**src/rtl/block_encoder.sv**
```systemverilog
// Serial linear block encoder: collects K input bits into a data word, encodes it
// through generator matrix G (or bypasses it), applies the INV mask, and
// re-serialises the N-bit codeword with first/last framing.
module block_encoder #(
  parameter int unsigned K = 4,
  parameter int unsigned N = 8,
  parameter logic [N*K-1:0] G = 32'h7EDB8421,
  parameter logic [N-1:0] INV = '0
) (
  input  logic        clk,
  input  logic        reset,
  input  logic        abort,
  input  logic        mode,
  input  logic        in_valid,
  input  logic        in_bit,
  output logic        in_ready,
  output logic        out_valid,
  output logic        out_bit,
  output logic        out_first,
  output logic        out_last,
  input  logic        out_ready,
  output logic [15:0] words_out
);

  localparam int unsigned InCntW  = $clog2(K);
  localparam int unsigned OutCntW = $clog2(N);
  localparam logic [InCntW-1:0]  InCntMax  = InCntW'(K - 1);
  localparam logic [OutCntW-1:0] OutCntMax = OutCntW'(N - 1);

  typedef enum logic [0:0] {StEmpty, StBusy} state_e;

  state_e              state_q, state_d;
  logic [K-2:0]        coll_q, coll_d;
  logic [InCntW-1:0]   in_cnt_q, in_cnt_d;
  logic [OutCntW-1:0]  out_cnt_q, out_cnt_d;
  logic [N-1:0]        cw_q, cw_d;
  logic [15:0]         words_q, words_d;

  logic         busy;
  logic         accept;
  logic         load;
  logic         xfer;
  logic         done;
  logic [K-1:0] data;
  logic [N-1:0] enc;
  logic [N-1:0] cw_new;

  assign busy      = (state_q == StBusy);
  assign out_valid = busy;
  assign out_first = busy & (out_cnt_q == '0);
  assign out_last  = busy & (out_cnt_q == OutCntMax);
  assign out_bit   = busy & cw_q[out_cnt_q];
  assign words_out = words_q;

  // A complete word may enter only if the output register is free or frees this cycle.
  assign in_ready = (in_cnt_q != InCntMax) | ~busy | (out_last & out_ready);

  assign accept = in_valid & in_ready & ~abort;
  assign load   = accept & (in_cnt_q == InCntMax);
  assign xfer   = out_valid & out_ready & ~abort;
  assign done   = xfer & out_last;

  // Newest bit enters at the MSB so the first accepted bit ends up as d[0].
  assign data = {in_bit, coll_q};

  // Mod-2 product of the data word with each generator row, then mode select and mask.
  always_comb begin
    enc = '0;
    for (int j = 0; j < int'(N); j++) begin
      enc[j] = ^(data & G[j*K +: K]);
    end
    cw_new = (mode ? N'(data) : enc) ^ INV;
  end

  // Next-state logic for collector, output register and counters; abort wins.
  always_comb begin
    state_d   = state_q;
    coll_d    = coll_q;
    in_cnt_d  = in_cnt_q;
    out_cnt_d = out_cnt_q;
    cw_d      = cw_q;
    words_d   = words_q;
    if (abort) begin
      in_cnt_d  = '0;
      out_cnt_d = '0;
      state_d   = StEmpty;
    end else begin
      if (accept) begin
        coll_d   = data[K-1:1];
        in_cnt_d = load ? '0 : in_cnt_q + InCntW'(1);
      end
      if (done) begin
        words_d = words_q + 16'd1;
      end
      if (load) begin
        cw_d      = cw_new;
        state_d   = StBusy;
        out_cnt_d = '0;
      end else if (xfer) begin
        if (out_last) begin
          state_d   = StEmpty;
          out_cnt_d = '0;
        end else begin
          out_cnt_d = out_cnt_q + OutCntW'(1);
        end
      end
    end
  end

  // State registers with asynchronous active-low clear.
  always_ff @(posedge clk or negedge reset) begin
    if (!reset) begin
      state_q   <= StEmpty;
      coll_q    <= '0;
      in_cnt_q  <= '0;
      out_cnt_q <= '0;
      cw_q      <= '0;
      words_q   <= '0;
    end else begin
      state_q   <= state_d;
      coll_q    <= coll_d;
      in_cnt_q  <= in_cnt_d;
      out_cnt_q <= out_cnt_d;
      cw_q      <= cw_d;
      words_q   <= words_d;
    end
  end

endmodule

```
**config.mk**
```make
export PLATFORM = sky130hd
export DESIGN_NAME = block_encoder
export DESIGN_NICKNAME = d
export VERILOG_FILES = /design/src/rtl/block_encoder.sv
export SDC_FILE = /design/constraint.sdc
export NUM_CORES = 1
export LEC_CHECK = 0
export ABC_AREA = 1
export CAP_MARGIN = 20
export CORE_ASPECT_RATIO = 0.7
export CORE_MARGIN = 5
export CORE_UTILIZATION = 30
export CTS_CLUSTER_SIZE = 40
export DETAILED_ROUTE_END_ITERATION = 12
export SLEW_MARGIN = 20
export SYNTH_ARGS = -nofsm -noshare
export SYNTH_HDL_FRONTEND = slang
export SYNTH_SLANG_ARGS = --single-unit
```
**constraint.sdc**
```tcl
create_clock -name clk -period 1.95 [get_ports clk]
set_input_delay 0.39 -clock clk [delete_from_list [all_inputs] [get_ports clk]]
set_output_delay 0.39 -clock clk [all_outputs]
set_load 0.1 [all_outputs]
```
==> results of run 1 <==
[power by group]
part	total, mW	leakage [nW]	internal, mW	switching (mW)
Clock	0.486	0.0450	0.247	0.239
Sequential	0.756	0.426	0.722	0.0345
Combinational	0.148	0.722	0.0599	0.0885
Total	1.39	1.19	1.03	0.362
[kinds of logic (layout without fill, tap and decap cells)]
family          after synthesis  count (layout)
xor+xnor                     13              13
buf+inv                      28              66
compound gates               28              28
flops                        33              33
simple gates                127             127
fa+ha+maj                     5               5
[area by class of cell]
cell class	instances	share of cell area
clock inverters	2	0.00390
repair buffers	32	0.207
inverters	26	0.0400
well taps	75	0.0366
flip-flops and latches	33	0.324
multi-input cells	173	0.361
clock buffers	6	0.0283
[stage by stage]
stage / instances / hold slack (ns)
after global placement: 337 / 0.487
final: 347 / 0.497
after floorplan: 234 / 0.0944
after detailed placement: 337 / 0.484
after CTS: 345 / 0.501
after global routing: 347 / 0.529
[final timing paths]
check / start / end
setup / recovery: out_cnt_q[0] / in_ready
hold / removal: reset / in_cnt_q[1]
setup reg to reg: out_cnt_q[0] / cw_q[7]
hold reg to reg: in_cnt_q[0] / in_cnt_q[0]
max in group asynchronous: reset / out_cnt_q[0]
min in group clk: in_cnt_q[0] / in_cnt_q[0]
[cell usage after synthesis, drive strengths merged]
| library cell | instances | share of area |
|---|---|---|
| o21ai | 25 | 0.069 |
| o31ai | 2 | 0.0083 |
| ha | 5 | 0.034 |
| clkinv | 1 | 0.0048 |
| xnor2 | 7 | 0.034 |
| nor2 | 26 | 0.059 |
| or2 | 1 | 0.0035 |
| nand4 | 6 | 0.024 |
| a21oi | 1 | 0.0028 |
| nor3b | 1 | 0.0041 |
| dfrtp | 33 | 0.46 |
| nand3 | 16 | 0.047 |
| inv | 25 | 0.052 |
| buf | 2 | 0.0069 |
| nand2 | 77 | 0.17 |
| xor2 | 6 | 0.029 |
[flip-flops by register name, summed over array words and instances (netlist names)]
register and flops:
words_out 16, out_cnt_q 3, out_valid 1, in_cnt_q 2, cw_q 8, coll_q 3
[per-layer routing]
metal | GRT usage | routed length [um] | vias to the layer above
met5 | 0 | 0 | -
met4 | 0.0359 | 51 | 0
met3 | 0.0435 | 204 | 5
met2 | 0.165 | 1710 | 28
met1 | 0.175 | 2250 | 719
li1 | - | - | 821
[worst register-to-register path, cell delays in order (launching register included)]
cell and delay (ns):
dfrtp_2 0.45, ha_2 0.22, ha_4 0.18, nand2_2 0.07, nand3_4 0.09, nand4_2 0.15, buf_12 0.15, inv_1 0.06
nand3_1 0.08, nand2_1 0.05
[timing repair]
item / in CTS / in global routing
pin swaps: 0 / 5
endpoints found under the setup margin: 1 / 2
gates resized for setup: 2 / 12
buffers inserted: 0 / 2
[cells in the final DEF, fill, tap and decap left out, drive strengths merged]
cell           count
xnor2              7
nand2             77
inv               25
a21oi              1
clkbuf             6
nand3             16
nand4              6
nor2              26
or2                1
ha                 5
o31ai              2
xor2               6
buf               26
nor3b              1
dfrtp             33
o21ai             25
clkinv             3
clkdlybuf4s50      6
==> flow_metrics.env, run 1 <==
export IMPL_syn_inst=234
export IMPL_dieArea_um2=7730
export IMPL_slowest_stage="dfrtp_2"
export IMPL_first_pass_iters=5
export IMPL_synth_compound_area_frac=0.0800
export IMPL_min_path_type="input pin to asynchronous set/reset pin"
export IMPL_rows=23
export IMPL_route_detailed_drc=0
export IMPL_reg2reg_depth=9
export IMPL_fillCellCount=565
export IMPL_syn_to_final_growth_pct=41.4
export IMPL_grt_pass1_vias=1453
export IMPL_pin_count=28
export IMPL_fin_setup_tns_ns=0
export IMPL_cts_hold_buf=0
export IMPL_syn_area_per_cell_um2=7.75
export IMPL_clock_sinks=33
export IMPL_critical_path_max_fanout=7
export IMPL_grt_max_degree=34
export IMPL_port_buffer_count=27
export IMPL_crit_path_cell_trace="ha_2 > ha_4 > nand2_2 > nand3_4 > buf_12"
export IMPL_yosysWarnings=0
export IMPL_slowest_delay_ns=0.45
export IMPL_synth_fp_nets=246
export IMPL_dpl_worst_slack_ns=0.147
export IMPL_clock_skew_ns=0.00774
export IMPL_ys_seq_elements=33
export IMPL_grt_util_all_layers=0.120
export IMPL_cp_depth=5
export IMPL_diodes=0
export IMPL_multi_input_area_um2=926
export IMPL_ant_nets=0
export IMPL_avgViaCountPerCell=4.53
export IMPL_synth_area_um2=1810
export IMPL_worstMarginPinSlew_ns=0.422
export IMPL_synth_simple_area_share=0.304
export IMPL_synth_top_family_by_area="simple AND/OR/NAND/NOR gates"
export IMPL_clk_pin_slew_ns=0.07
export IMPL_max_freq_ghz=0.533
export IMPL_p_leak_nw=1.19
export IMPL_setup_ws_ns=0.0727
export IMPL_overflow=0
export IMPL_synth_xor_area_frac=0.0628
export IMPL_antenna_found_initial=0
export IMPL_coreArea_um2=5780
export IMPL_gp_congestion=0.812
export IMPL_fin_util=0.444
export IMPL_dr_first_iter_drc_count=86
export IMPL_routed_wl_mm=4.21
export IMPL_hold_violations=0
export IMPL_final_nets=283
export IMPL_numCtsBuffers=5
export IMPL_die_width_um=103
export IMPL_relSlewSlack=0.719
export IMPL_setup_viol=0
export IMPL_grt_pass1_wl_mm=7.06
export IMPL_reg2reg_slack_ns=0.33
export IMPL_h_tree_depth=2
export IMPL_critPathLaunchType="flip-flop"
export IMPL_worst_ir_drop_vdd_mv=0.275
export IMPL_insertion_delay_ns=0.28
export IMPL_cp_top_family="flip-flops"
export IMPL_fin_crit_ns=1.88
export IMPL_cp_arrival_ns=1.49
export IMPL_crit_buf_inv=1
export IMPL_fin_crit_sh=0.963
export IMPL_cts_tree="built"
export IMPL_clock_root_buffer="clkbuf_8"
export IMPL_synthAdderAreaFrac=0.0345
export IMPL_post_dp_cell_area_um2=2450
export IMPL_synth_distinct_cells=24
export IMPL_crit_type="flip-flop to output pin"
export IMPL_vias=1573
export IMPL_initial_core_util=0.314
export IMPL_post_drt_wl_per_cell_um=12.1
export IMPL_synth_mux_area_frac=0
export IMPL_clock_path_buffers=2
export IMPL_crit_required_ns=1.56
export IMPL_finalPower_mw=1.39
export IMPL_drv_cap=0
export IMPL_dp_hpwl_mm=3.27
export IMPL_powerDensity_nw_per_um2=542
export IMPL_fin_area_um2=2570
export IMPL_drive_gt1_frac=0.202
export IMPL_die_h_um=75.1
export IMPL_seqCellArea_um2=831
export IMPL_yosysSeqAreaShare=0.455
export IMPL_report_final_slew_viol_count=0
export IMPL_worstSetupEndpointType="output pin"
export IMPL_rsz0062_at_grt="true"
export IMPL_status="completed"
Note: power is estimated with default switching activity, not from simulation.
==> inputs of run 2 (changes only) <==
- SLEW_MARGIN: 20 -> unset
==> results of run 2 <==
Same layout as run 1: the final DEF is identical, and so are final timing and power.
